<file path="src/rtl/tx_fifo_pkg.sv">
// Shared definitions for the UART transmit byte path.
//   DefaultDataWidth : default bits per FIFO entry
//   DefaultDepth     : default number of FIFO entries
//   byte_t           : byte type shared by the FIFO and the transmitter
package tx_fifo_pkg;

   localparam int unsigned DefaultDataWidth = 8;
   localparam int unsigned DefaultDepth     = 16;

   typedef logic [7:0] byte_t;

endpackage

</file>
<file path="src/rtl/tx_fifo_mem.sv">
// Simple dual-port register array for the transmit FIFO.
// Ports:
//   clk     : clock, rising edge
//   rst     : synchronous active-high reset (clears the read register only)
//   wr_en   : write enable, stores wr_data at wr_addr
//   wr_addr : write address
//   wr_data : write data
//   rd_en   : read enable, loads rd_data from rd_addr
//   rd_addr : read address
//   rd_data : registered read data, held while rd_en is low
module tx_fifo_mem
   import tx_fifo_pkg::*;
#(
   parameter int unsigned DATA_WIDTH = DefaultDataWidth,
   parameter int unsigned DEPTH      = DefaultDepth,
   localparam int unsigned ADDR_WIDTH = $clog2(DEPTH)
) (
   input  logic                  clk,
   input  logic                  rst,
   input  logic                  wr_en,
   input  logic [ADDR_WIDTH-1:0] wr_addr,
   input  logic [DATA_WIDTH-1:0] wr_data,
   input  logic                  rd_en,
   input  logic [ADDR_WIDTH-1:0] rd_addr,
   output logic [DATA_WIDTH-1:0] rd_data
);

   logic [DATA_WIDTH-1:0] mem_q [DEPTH];
   logic [DATA_WIDTH-1:0] mem_d [DEPTH];
   logic [DATA_WIDTH-1:0] rd_data_q, rd_data_d;

   always_comb begin
      mem_d = mem_q;
      if (wr_en) begin
         mem_d[wr_addr] = wr_data;
      end
   end

   always_comb begin
      rd_data_d = rd_data_q;
      if (rd_en) begin
         rd_data_d = mem_q[rd_addr];
      end
   end

   // Storage is deliberately left unreset; only the output register is cleared.
   always_ff @(posedge clk) begin
      mem_q <= mem_d;
   end

   always_ff @(posedge clk) begin
      if (rst) begin
         rd_data_q <= '0;
      end else begin
         rd_data_q <= rd_data_d;
      end
   end

   assign rd_data = rd_data_q;

endmodule

</file>
<file path="src/rtl/tx_byte_fifo.sv">
// Single-clock byte FIFO feeding the UART transmitter's shift-register loader.
// Optional feature macro: FIFO_ERR_FLAGS_EN adds sticky overflow/underflow outputs.
// Ports:
//   clk       : clock, rising edge
//   rst       : synchronous active-high reset
//   data_in   : write data, captured on an accepted write
//   rd        : pop request
//   wr        : push request
//   data_out  : registered read data, valid when done is high
//   full      : count == DEPTH
//   empty     : count == 0
//   done      : one-cycle pulse after an accepted read
//   overflow  : (FIFO_ERR_FLAGS_EN) sticky, wr seen while full
//   underflow : (FIFO_ERR_FLAGS_EN) sticky, rd seen while empty
module tx_byte_fifo
   import tx_fifo_pkg::*;
#(
   parameter int unsigned DATA_WIDTH = DefaultDataWidth,
   parameter int unsigned DEPTH      = DefaultDepth,
   localparam int unsigned ADDR_WIDTH = $clog2(DEPTH)
) (
   input  logic                  clk,
   input  logic                  rst,
   input  logic [DATA_WIDTH-1:0] data_in,
   input  logic                  rd,
   input  logic                  wr,
   output logic [DATA_WIDTH-1:0] data_out,
   output logic                  full,
   output logic                  empty,
   output logic                  done
`ifdef FIFO_ERR_FLAGS_EN
   ,
   output logic                  overflow,
   output logic                  underflow
`endif
);

   localparam logic [ADDR_WIDTH:0] FullCount = (ADDR_WIDTH + 1)'(DEPTH);

   logic [ADDR_WIDTH-1:0] wr_ptr_q, wr_ptr_d;
   logic [ADDR_WIDTH-1:0] rd_ptr_q, rd_ptr_d;
   logic [ADDR_WIDTH:0]   count_q, count_d;
   logic                  done_q, done_d;
   logic                  wr_acc, rd_acc;

   // Flags decode the count register only, so there is no rd/wr -> flag path.
   assign full  = (count_q == FullCount);
   assign empty = (count_q == '0);

   assign wr_acc = wr && !full;
   assign rd_acc = rd && !empty;

   always_comb begin
      wr_ptr_d = wr_ptr_q;
      rd_ptr_d = rd_ptr_q;
      count_d  = count_q;
      done_d   = rd_acc;
      if (wr_acc) begin
         wr_ptr_d = wr_ptr_q + ADDR_WIDTH'(1);
      end
      if (rd_acc) begin
         rd_ptr_d = rd_ptr_q + ADDR_WIDTH'(1);
      end
      case ({wr_acc, rd_acc})
         2'b10:   count_d = count_q + (ADDR_WIDTH + 1)'(1);
         2'b01:   count_d = count_q - (ADDR_WIDTH + 1)'(1);
         default: count_d = count_q;
      endcase
   end

   always_ff @(posedge clk) begin
      if (rst) begin
         wr_ptr_q <= '0;
         rd_ptr_q <= '0;
         count_q  <= '0;
         done_q   <= 1'b0;
      end else begin
         wr_ptr_q <= wr_ptr_d;
         rd_ptr_q <= rd_ptr_d;
         count_q  <= count_d;
         done_q   <= done_d;
      end
   end

   assign done = done_q;

   tx_fifo_mem #(
      .DATA_WIDTH (DATA_WIDTH),
      .DEPTH      (DEPTH)
   ) u_mem (
      .clk     (clk),
      .rst     (rst),
      .wr_en   (wr_acc),
      .wr_addr (wr_ptr_q),
      .wr_data (data_in),
      .rd_en   (rd_acc),
      .rd_addr (rd_ptr_q),
      .rd_data (data_out)
   );

`ifdef FIFO_ERR_FLAGS_EN
   logic overflow_q, overflow_d;
   logic underflow_q, underflow_d;

   always_comb begin
      overflow_d  = overflow_q  || (wr && full);
      underflow_d = underflow_q || (rd && empty);
   end

   always_ff @(posedge clk) begin
      if (rst) begin
         overflow_q  <= 1'b0;
         underflow_q <= 1'b0;
      end else begin
         overflow_q  <= overflow_d;
         underflow_q <= underflow_d;
      end
   end

   assign overflow  = overflow_q;
   assign underflow = underflow_q;
`endif

endmodule

</file>
<file path="config.mk">
export PLATFORM = sky130hd
export DESIGN_NAME = tx_byte_fifo
export DESIGN_NICKNAME = d
export VERILOG_FILES = /design/src/rtl/tx_fifo_pkg.sv /design/src/rtl/tx_fifo_mem.sv /design/src/rtl/tx_byte_fifo.sv
export SDC_FILE = /design/constraint.sdc
export NUM_CORES = 1
export LEC_CHECK = 0
export CAP_MARGIN = 20
export CELL_PAD_IN_SITES_DETAIL_PLACEMENT = 0
export CELL_PAD_IN_SITES_GLOBAL_PLACEMENT = 1
export CORE_UTILIZATION = 25
export CTS_CLUSTER_SIZE = 24
export DETAILED_ROUTE_END_ITERATION = 16
export GPL_TIMING_DRIVEN = 0
export PLACE_DENSITY_LB_ADDON = 0.1
export SYNTH_ARGS = -nofsm -noshare
export SYNTH_HDL_FRONTEND = slang
export SYNTH_SLANG_ARGS = --single-unit
</file>
<file path="constraint.sdc">
create_clock -name clk -period 6.25 [get_ports clk]
set_input_delay 0.625 -clock clk [delete_from_list [all_inputs] [get_ports clk]]
set_output_delay 0.625 -clock clk [all_outputs]
set_load 0.02 [all_outputs]
</file>
======== After elaboration in Yosys (flattened, before gate mapping) ========
Cells that the tools add are included.
cells by class
  reduce and logical (&&, ||, !) cells .... 7
  div/mod/pow operators ................... 0
  muxes and demuxes ....................... 7
  equal/unequal tests ..................... 3
  order comparisons ....................... 3
  $add $sub $neg .......................... 4
  bitwise logic cells ..................... 2
  multiply operators ...................... 0
  shifts and indexed selects .............. 0
operators with widths
  kind                   number
  $bwmux W128            1
  $bmux W8 S4            1
  $demux W8 S4           1
  $mux W8                3
  $ge A5 B5 Y1 const B   2
  $not A4 Y5             2
  $pmux W5 S2            1
  $add A4 B1 Y4 const B  2
  $add A5 B1 Y5 const B  1
  $eq A5 B5 Y1 const B   1
  $logic_not A5 Y1       1
  $lt A5 B1 Y1 const B   1
  $sub A5 B1 Y5 const B  1
  $logic_and A1 B1 Y1    3
  $eq A2 B1 Y1 const B   1
  $eq A2 B2 Y1 const B   1
  $logic_not A1 Y1       2
  $reduce_bool A2 Y1     1
word-level totals
  bits of input ports ..................... 12
  memories kept ........................... 0
  register bits ........................... 150
  word-level logic and storage cells ...... 47
  memory bits (read-only) ................. 0
  bits in writable memories ............... 0
  latch bits .............................. 0

======== Depth between registers and ports, before layout ========
Gate-level depths: netlist (run 1).
  depth after elaboration ................. 6
  mapped depth ............................ 9
  depth with buffers taken out ............ 9

======== Modules after synthesis ========
Synthesis (run 1) repeated with hierarchy kept, for this count alone.
unflattened totals
  cell total of the unflattened synthesis .. 401
  area total of the unflattened synthesis .. 6102.1 um^2
by module, submodules not included
  module        area an instance (um^2)  cells an instance  instances
  tx_fifo_mem   5366.4                   321                1
  tx_byte_fifo  735.7                    80                 1

======== Worst setup path after synthesis (run 1) ========
No wires, ideal clock.
  kind .................................... input port to flip-flop
  start ................................... in wr
  end ..................................... reg count_q[4]
  stages .................................. 8
  path buffers ............................ 0
  required time ........................... 6.129 ns
  path slack .............................. 3.552 ns
  setup time .............................. 0.121 ns
  data arrival time ....................... 2.577 ns
  path through ............................ a21boi_1 > inv_1 > ha_1 > fa_1 > a21o_1 > a21oi_1 > mux2i_1 > mux2_2
between the ends
  longest elaborated chain between the ends .. 3
  elaborated cells between the ends (all ways) .. 5
RTL lines
  element                                            RTL line            text
  start: declaration                                 tx_byte_fifo.sv:26  input logic wr,
  $logic_and A1 B1 Y1 (*)                            tx_byte_fifo.sv:50  assign wr_acc = wr && !full;
  $eq A2 B1 Y1 or $eq A2 B2 Y1 (tied branches)       tx_byte_fifo.sv:64  case ({wr_acc, rd_acc})
  $pmux W5 S2 or $reduce_bool A2 Y1 (tied branches)  -
  end signal: assignment                             tx_byte_fifo.sv:80  count_q <= count_d;
  end: declaration                                   tx_byte_fifo.sv:42  logic [ADDR_WIDTH:0] count_q, count_d;
Every way passes the cells marked *; elsewhere a longest branch is shown, timed or not.
A chain may end at the register's enable or synchronous reset.

======== Worst setup path after layout (run 1) ========
  start ................................... in rd
  end ..................................... reg count_q[4]
between the ends
  longest elaborated chain between the ends .. 3
  elaborated cells between the ends (all ways) .. 5
RTL lines
  element                                            RTL line            text
  start: declaration                                 tx_byte_fifo.sv:25  input logic rd,
  $logic_and A1 B1 Y1 (*)                            tx_byte_fifo.sv:51  assign rd_acc = rd && !empty;
  named net done_d                                   tx_byte_fifo.sv:43  logic done_q, done_d;
  $eq A2 B1 Y1 or $eq A2 B2 Y1 (tied branches)       tx_byte_fifo.sv:64
  $pmux W5 S2 or $reduce_bool A2 Y1 (tied branches)  -
Mark *: on every way through the listed nets, which the timed path passes. The rest lies on a longest branch.

==> results of run 1 <==
registers in the layout, summed over array words and instances (netlist names):
register       count
u_mem.mem_q      128
count_q            5
wr_ptr_q           4
u_mem.rd_data      8
rd_ptr_q           4
done               1
cell families (layout without fill, tap and decap cells):
group	after synthesis	count (layout)	share of synthesized area, %
flip-flops	150	150	71.0
AND/OR/NAND/NOR	70	70	5.68
multiplexers	69	69	11.5
AO/OA/AOI/OAI	52	52	5.93
buffers and inverters	27	84	2.45
adder cells (fa/ha/maj)	10	10	2.20
XOR/XNOR	9	9	1.31
area by class of cell:
| class | count | share of cell area [%] |
|---|---|---|
| Sequential cell | 150 | 58.6 |
| Multi-Input combinational cell | 210 | 22.0 |
| Clock buffer | 17 | 5.82 |
| Tap cell | 319 | 5.46 |
| Timing Repair Buffer | 25 | 3.25 |
| Clock inverter | 15 | 2.79 |
| Buffer | 23 | 1.82 |
| Inverter | 4 | 0.205 |
report_power, final:
group,internal [W],switching [W]
Sequential,0.00116,0.0000504
Clock,0.000671,0.000419
Combinational,0.000228,0.000357
routing by layer:
layer / global-route usage (%) / wire [um]
met3: 3.50 / 583
met5: 0 / 0
met2: 20.7 / 7140
met4: 4.30 / 216
met1: 18.8 / 7620
through the flow:
step                hold WS, ps  worst slack (ps)  power [W]
global placement            495              2500    0.00182
global route                531              2750    0.00303
finish                      507              2990    0.00289
detailed placement          501              2560    0.00183
floorplan                   484              3550    0.00158
CTS                         515              2960    0.00293
how the worst max path moves through the flow:
| stage | end | cells after the start |
|---|---|---|
| final | count_q[4] | 9 |
| after global routing | count_q[4] | 9 |
| after CTS | count_q[4] | 9 |
| after detailed placement | count_q[4] | 9 |
| after global placement | count_q[4] | 9 |
| after floorplan | count_q[4] | 8 |
worst max-delay path, cell delays in order:
cell and delay [ps]:
clkdlybuf4s50_1 510, a21boi_0 220, clkbuf_1 540, ha_1 400, ha_1 310, a21o_1 190, a21oi_1 180, mux2i_1 230
mux2_2 350
placed cells by master (no fill, tap or decap), types with 8 or more instances in the layout:
| cell type | synthesis | layout |
|---|---|---|
| o22ai_1 | 32 | 32 |
| clkdlybuf4s50_1 | 0 | 22 |
| dfxtp_1 | 22 | 22 |
| nor4_1 | 9 | 9 |
| edfxtp_1 | 128 | 128 |
| ha_1 | 9 | 9 |
| buf_2 | 8 | 10 |
| clkbuf_16 | 0 | 17 |
| a211oi_1 | 8 | 8 |
| nor2_1 | 37 | 37 |
| mux2i_1 | 68 | 68 |
==> reports/qor.csv, run 1 <==
metric;value;unit
fillcell total;2380;
top cells by area, synth;edfxtp_1 (64%), mux2i_1 (11%), dfxtp_1 (7.3%);
vias in the first global route;3366;
crit path launch;rd;
clock tree from TritonCTS;yes;
final core area utilization;31.0;%
antenna violations before repair;0;
Final setup viols;0;
r2r worst-path depth;9;
most common cell in the netlist;edfxtp_1;
cts hold-fix bufs;0;
RePlAce Congestion;0.693;
share of post-route cells with drive strength above 1;12.2;%
DRC viols;0;
Hold Path Depth;2;
area leader, netlist;edfxtp_1;
Final Hold Viols;0;
Ys Warns;0;
Period minus WS final;3260;ps
FF-to-FF End;count_q[4];
dominant synthesized flop cell;edfxtp_1;
static leakage power;2.30;nW
CP startpoint kind;primary input;
Gate Count Post-Synth;387;
Seq/Total Area, Yosys;71.0;%
Post-synth ARST share;0;%
CTS buffer count;17;
maximum clock rate;0.307;GHz
Crit path required time;6560;ps
fin cells;763;
first-pass GRT wire length;23000;um
Final Cycle Share;52.2;%
FF+latch area;4280;um2
top post-synthesis cells by count;edfxtp_1 (128), mux2i_1 (68), nor2_1 (37);
Worst slew margin;32.2;%
post-CTS sizing;0;
Starting Density;25.6;%
RR Startpoint;count_q[0];
min-delay src;u_mem.rd_data[5];
pin count of the biggest net entering global routing;17;
Routed Antenna Nets;0;
post-DP HPWL;10500;um
status;complete, no violations;
synthesized area;6040;um2
Yosys reg bits;150;
Final TNS setup;0;ps
area delta synth->final;21.1;%
R2R Setup Slk;3000;ps
clk sinks;150;
EDFF count, synth;128;
DR iter-0 viols;156;
RSZ-0062 raised after global routing;no;
Overflow after GRT;0;
final slew viol count;0;
max cap viols;0;
Inst Count DP;731;
final net count;453;
synth unique cells;36;
actual slew at the worst max-slew pin;1010;ps
die width;157;um
Yosys top cell area share;63.7;%
Post-Place Cell Area;6680;um2
crit-path max FO;10;
full die area;24800;um2
Clock Path Buffers;2;
DRT Pass-1 Iters;4;
via count;3325;
post-CTS setup buffer count;0;
area of the multi-input gates;1610;um2
Final Cell Area;7310;um2
die outline height;157;um
number of I/O pins;23;
Setup CP Type;primary input to flop;
syn_area_per_cell;15.6;um2
root cell of the clock tree;clkbuf_16;
worst hold path class;flop to flop;
average wire per standard cell;20.4;um
core area;23500;um2
clock-pin slew on the worst setup and hold paths;60;ps
FP Rows;56;
Worst Path Arrival;3570;ps
drt via density;4.36;
later-pin clock latency in the skew report;420;ps
Worst Skew;7.70;ps
Cell Pwr Density;395;nW/um2
CP endpoint kind;flop;
antenna cells;0;
WHS Endpoint;u_mem.rd_data[5];
H-tree levels;4;
I/O Buffers;22;
routed wire length;15600;um
Synthesized Nets;409;
worst vdd ir;162;uV
GRT Resource Usage Total;13.6;%
Note: power is estimated with default switching activity, not from simulation.
==> run 2: changes to the inputs <==
==> constraint.sdc (replaced) <==
create_clock -name clk -period 2.99 [get_ports clk]
set_input_delay 0.299 -clock clk [delete_from_list [all_inputs] [get_ports clk]]
set_output_delay 0.299 -clock clk [all_outputs]
set_load 0.02 [all_outputs]
==> run 2 against run 1 <==
Utilization increased by 0.14 points; die area unchanged; routed wire length decreased by 0.16%; hold slack improved by 2.0 ps; sequential cell count unchanged; sequential power increased by 110%; via count increased by 0.15%; largest power group unchanged.
==> reports/qor.csv, run 2 (same netlist as run 1, synthesis figures left out) <==
metric;value;unit;change
antenna cells;0;;unchanged
drt via density;4.36;;about the same
actual slew at the worst max-slew pin;1010;ps;-8.18 ps
Comb power frac;20.8;%;+0.5 points
sequential share of power;41.8;%;about the same
via count;3330;;+0.15%
commonest non-fill, non-tap cell in the layout;edfxtp_1;;
RR Startpoint;count_q[1];;
Crit path required time;3300;ps;-3260 ps
final core area utilization;31.2;%;+0.14 points
static leakage power;2.31;nW;+0.55%
Worst slew margin;32.7;%;+0.55 points
Psw;0.00175;W;+110%
Period minus WS final;2760;ps;
Final setup viols;0;;unchanged
clock-pin slew on the worst setup and hold paths;60;ps;about the same
die outline height;157;um;unchanged
max reg flops;128;;unchanged
first-pass GRT wire length;23000;um;unchanged
Starting Density;25.6;%;unchanged
Inst Count DP;731;;unchanged
vias in the first global route;3376;;+0.30%
FF+latch area;4280;um2;unchanged
worst hold path class;flop to flop;;
R2R Setup Slk;230;ps;-2770 ps
area delta synth->final;21.6;%;
max cap viols;0;;unchanged
crit-path max FO;6;;-4
final slew viol count;0;;unchanged
status;complete, no violations;;
DRT Pass-1 Iters;5;;+1
Final Cycle Share;92.2;%;
I/O Buffers;22;;unchanged
maximum clock rate;0.363;GHz;
most flop-heavy register;u_mem.mem_q;;
average wire per standard cell;20.3;um;-0.29%
area of the multi-input gates;1630;um2;+1.3%
CP endpoint kind;flop;;
root cell of the clock tree;clkbuf_16;;
GRT Resource Usage Total;13.6;%;unchanged
post-DP HPWL;10500;um;unchanged
Clock Path Buffers;2;;unchanged
fin cells;764;;+0.13%
cts hold-fix bufs;0;;unchanged
number of I/O pins;23;;unchanged
fillcell total;2381;;+0.042%
Final Hold Viols;0;;unchanged
full die area;24800;um2;unchanged
CP startpoint kind;flop;;
Hold Path Depth;2;;unchanged
RePlAce Congestion;0.693;;unchanged
switch share;28.6;%;about the same
FP Rows;56;;unchanged
Cell Int Power;0.00435;W;+110%
Cell Pwr Density;830;nW/um2;+110%
worst vdd ir;336;uV;+110%
die width;157;um;unchanged
Overflow after GRT;0;;unchanged
RSZ-0062 raised after global routing;no;;
Worst Skew;8.54;ps;+0.844 ps
FF-to-FF End;count_q[4];;
share of total power in the clock network;37.4;%;-0.4 points
final net count;454;;+0.22%
core area;23500;um2;unchanged
CTS buffer count;17;;unchanged
later-pin clock latency in the skew report;420;ps;about the same
H-tree levels;4;;unchanged
share of post-route cells with drive strength above 1;13.3;%;+1.1 points
clk sinks;150;;unchanged
min-delay src;u_mem.rd_data[5];;
pin count of the biggest net entering global routing;17;;unchanged
clock tree from TritonCTS;yes;;
DR iter-0 viols;162;;+3.8%
Worst Path Arrival;3070;ps;-500 ps
slack of the critical path;233;ps;-2760 ps
Routed Antenna Nets;0;;unchanged
DRC viols;0;;unchanged
pre-CTS setup slack;-374;ps;-2930 ps
Setup CP Type;flop to flop;;
antenna violations before repair;0;;unchanged
r2r worst-path depth;10;;+1
most frequent cells in the layout;edfxtp_1 (128), mux2i_1 (68), nor2_1 (37), o22ai_1 (32);;
routed wire length;15500;um;-0.16%
WHS Endpoint;u_mem.rd_data[5];;
==> run 2: metal layers <==
layer	GRT usage, %	up-vias	wire length [um]
li1	-	1582	-
met1	18.7	1688	7710
met2	20.7	46	7190
met3	3.50	14	445
met4	4.30	0	199
met5	0	-	0
==> run 2: final cells by class <==
cell class                 instances  share of cell area, %
inverter                           4                  0.205
multi-input combinational        210                   22.2
buffer                            23                   1.86
clock buffer                      17                   5.80
tap                              319                   5.44
clock inverter                    15                   2.78
sequential                       150                   58.4
timing repair buffer              26                   3.34
==> run 2: what timing repair did <==
item	4_1_cts	5_1_grt
gates resized for setup	3	5
buffers inserted	0	1
pin swaps	0	1
endpoints found under the setup margin	1	1
==> run 2: power groups by stage <==
stage / Clock, W / Sequential [W] / Combinational, W
2_1_floorplan: 0 / 0.00261 / 0.000681
3_3_place_gp: 0 / 0.00257 / 0.00123
3_5_place_dp: 0 / 0.00257 / 0.00125
4_1_cts: 0.00234 / 0.00253 / 0.00126
5_1_grt: 0.00243 / 0.00256 / 0.00140
6_report: 0.00228 / 0.00254 / 0.00127
==> run 2: stage by stage <==
stage               TNS [ps]  instance area, um2  power [W]  hold WS, ps
finish                     0                7340    0.00609          509
global route               0                7340    0.00640          531
CTS                        0                7320    0.00614          515
detailed placement      -430                6680    0.00382          501
global placement       -4680                6660    0.00381          495
floorplan                  0                6040    0.00329          371
==> run 2: worst max-delay path by stage <==
stage          startpoint    endpoint
2_1_floorplan  count_q[0]  count_q[4]
5_1_grt        count_q[1]  count_q[4]
3_3_place_gp           rd  count_q[4]
6_report       count_q[1]  count_q[4]
3_5_place_dp           rd  count_q[4]
4_1_cts        count_q[0]  count_q[4]
==> run 2: worst max-delay path, cell delays in order, from the launching register on <==
cell and delay, ps:
dfxtp_1 460, nor4_4 90, buf_4 140, a21boi_2 300, inv_1 90, ha_2 230
fa_1 410, a21o_1 180, a21oi_1 180, mux2i_1 230, mux2_2 350
==> run 3: changes to the inputs <==
--- a/config.mk
+++ b/config.mk
@@ -5,7 +5,7 @@
 export SDC_FILE = /design/constraint.sdc
 export NUM_CORES = 1
 export LEC_CHECK = 0
-export CAP_MARGIN = 20
+export CAP_MARGIN = 5
 export CELL_PAD_IN_SITES_DETAIL_PLACEMENT = 0
 export CELL_PAD_IN_SITES_GLOBAL_PLACEMENT = 1
 export CORE_UTILIZATION = 25
@@ -16,3 +16,4 @@
 export SYNTH_ARGS = -nofsm -noshare
 export SYNTH_HDL_FRONTEND = slang
 export SYNTH_SLANG_ARGS = --single-unit
+export TNS_END_PERCENT = 50
==> run 3 against run 2 <==
Via count decreased by 0.63%; cell count shrank 0.26%; sequential share of layout area unchanged; design area did not move; combinational power hardly changed; count of clock-buffer cells in the layout up 3; sequential cell count stayed put; total power rose by 0.99%; sequential power about the same; global-route usage decreased by 0.12 points; utilization unchanged; critical path type unchanged.
==> reports/qor.csv, run 3 (same netlist as run 1, synthesis figures left out) <==
metric;value;unit;change
RR Startpoint;count_q[3];;
worst vdd ir;379;uV;+13%
clock-pin slew on the worst setup and hold paths;70;ps;about the same
family with the most delay on the worst path;adder cells;;
via count;3309;;-0.63%
Inst Count DP;729;;-0.27%
cell breakdown of the critical path;nor4_4 > a21boi_0 > clkbuf_4 > ha_2 > fa_1 > a21o_1 > a21oi_1 > mux2i_1 > mux2_2;;
first-pass GRT wire length;22900;um;-0.51%
CTS buffer count;17;;unchanged
RSZ-0062 raised after global routing;no;;
Setup CP Type;flop to flop;;
final net count;451;;-0.66%
die outline height;157;um;unchanged
CP endpoint kind;flop;;
max cap viols;0;;unchanged
Final Power;0.00615;W;+0.99%
status;complete, no violations;;
final core area utilization;31.2;%;unchanged
Cell Pwr Density;838;nW/um2;+0.99%
root cell of the clock tree;clkbuf_16;;
cts hold-fix bufs;0;;unchanged
number of I/O pins;23;;unchanged
final slew viol count;0;;unchanged
most frequent cells in the layout;edfxtp_1 (128), mux2i_1 (68), nor2_1 (37), o22ai_1 (32);;
drt via density;4.34;;-0.37%
Period minus WS final;2820;ps;+62.4 ps
routed wire length;15500;um;-0.11%
maximum clock rate;0.355;GHz;-2.2%
Overflow after GRT;0;;unchanged
Routed Antenna Nets;0;;unchanged
post-CTS setup buffer count;0;;unchanged
area delta synth->final;21.6;%;unchanged
fin cells;762;;-0.26%
R2R Setup Slk;170;ps;-60 ps
Crit path required time;3300;ps;about the same
max reg flops;128;;unchanged
worst hold path class;flop to flop;;
actual slew at the worst max-slew pin;1240;ps;+231 ps
share of post-route cells with drive strength above 1;12.7;%;-0.59 points
DR iter-0 viols;158;;-2.5%
I/O Buffers;22;;unchanged
average wire per standard cell;20.4;um;+0.15%
min-delay src;u_mem.rd_data[5];;
Worst Skew;11.1;ps;+2.56 ps
die width;157;um;unchanged
Clock Path Buffers;2;;unchanged
Hold WS;505;ps;-4.15 ps
clk sinks;150;;unchanged
Starting Density;25.6;%;unchanged
DRT Pass-1 Iters;4;;-1
most flop-heavy register;u_mem.mem_q;;
DRC viols;0;;unchanged
Buf/Inv on CP;1;;-1
Final setup viols;0;;unchanged
full die area;24800;um2;unchanged
Final TNS setup;0;ps;unchanged
commonest non-fill, non-tap cell in the layout;edfxtp_1;;
pin count of the biggest net entering global routing;17;;unchanged
H-tree levels;4;;unchanged
Worst slew margin;17.0;%;-16 points
RePlAce Congestion;0.693;;unchanged
CP peak stage delay;410;ps;-50 ps
crit-path max FO;10;;+4
static leakage power;2.31;nW;+0.14%
vias in the first global route;3318;;-1.7%
Final Hold Viols;0;;unchanged
crit path launch;count_q[3];;
core area;23500;um2;unchanged
post-DP HPWL;10500;um;-0.32%
slowest CP cell;fa_1;;
Final Cycle Share;94.3;%;+2.1 points
CP startpoint kind;flop;;
Worst Path Arrival;3130;ps;+60 ps
GRT Resource Usage Total;13.5;%;-0.12 points
clock tree from TritonCTS;yes;;
FP Rows;56;;unchanged
later-pin clock latency in the skew report;420;ps;about the same
antenna violations before repair;0;;unchanged
-- run 3: cell types whose count changed in the layout (fill, tap and decap cells not counted), moves of 2 or more --
| cell | before | now |
|---|---|---|
| clkinvlp_4 | 2 | 0 |
| clkinv_2 | 0 | 3 |
| clkinv_4 | 5 | 3 |
| clkinv_1 | 2 | 0 |
| buf_4 | 8 | 5 |
| clkbuf_1 | 5 | 7 |
-- run 3: report_power, final --
| part | internal, W | switching [W] |
|---|---|---|
| logic | 0.000501 | 0.000758 |
| clock network | 0.00151 | 0.000844 |
| registers | 0.00242 | 0.000119 |
| total | 0.00443 | 0.00172 |
-- run 3: routing by layer --
metal,GRT usage (%),share of wire (%)
met1,18.6,49
met2,21.0,47
met3,3.30,3.6
met4,3.47,1.0
met5,0,0
-- run 3: timing repair --
action                                  4_1_cts  5_1_grt
resized for setup                             3        4
pin swaps                                     0        1
gates cloned                                  0        0
endpoints found under the setup margin        1        1
-- run 3: tightest hold or removal path, stage by stage (launching register included) --
cell,delay [ps]
dfxtp_1,310
nor2_1,100
a211oi_1,50
-- run 3: cell type report --
class / instances / area [um2]
sequential: 150 / 4280
clock inverter: 12 / 200
timing repair buffer: 23 / 225
antenna: 1 / 2.50
fill: 2371 / 16200
clock buffer: 20 / 447
inverter: 4 / 15.0
multi-input combinational: 210 / 1630
tap: 319 / 399
buffer: 23 / 136
-- run 3: path summary, 6_finish.rpt --
check,endpoint,cells after the start
setup reg to reg,count_q[4],9
hold / removal,u_mem.rd_data[5],2
setup / recovery,count_q[4],9
hold reg to reg,u_mem.rd_data[5],2
-- run 3: metrics by stage --
| stage | instance area [um2] | setup WS, ps |
|---|---|---|
| 2_1_floorplan | 6040 | 322 |
| 3_3_place_gp | 6660 | -439 |
| 3_5_place_dp | 6670 | -373 |
| 4_1_cts | 7320 | 25.1 |
| 5_1_grt | 7340 | 1.73 |
| 6_report | 7340 | 171 |
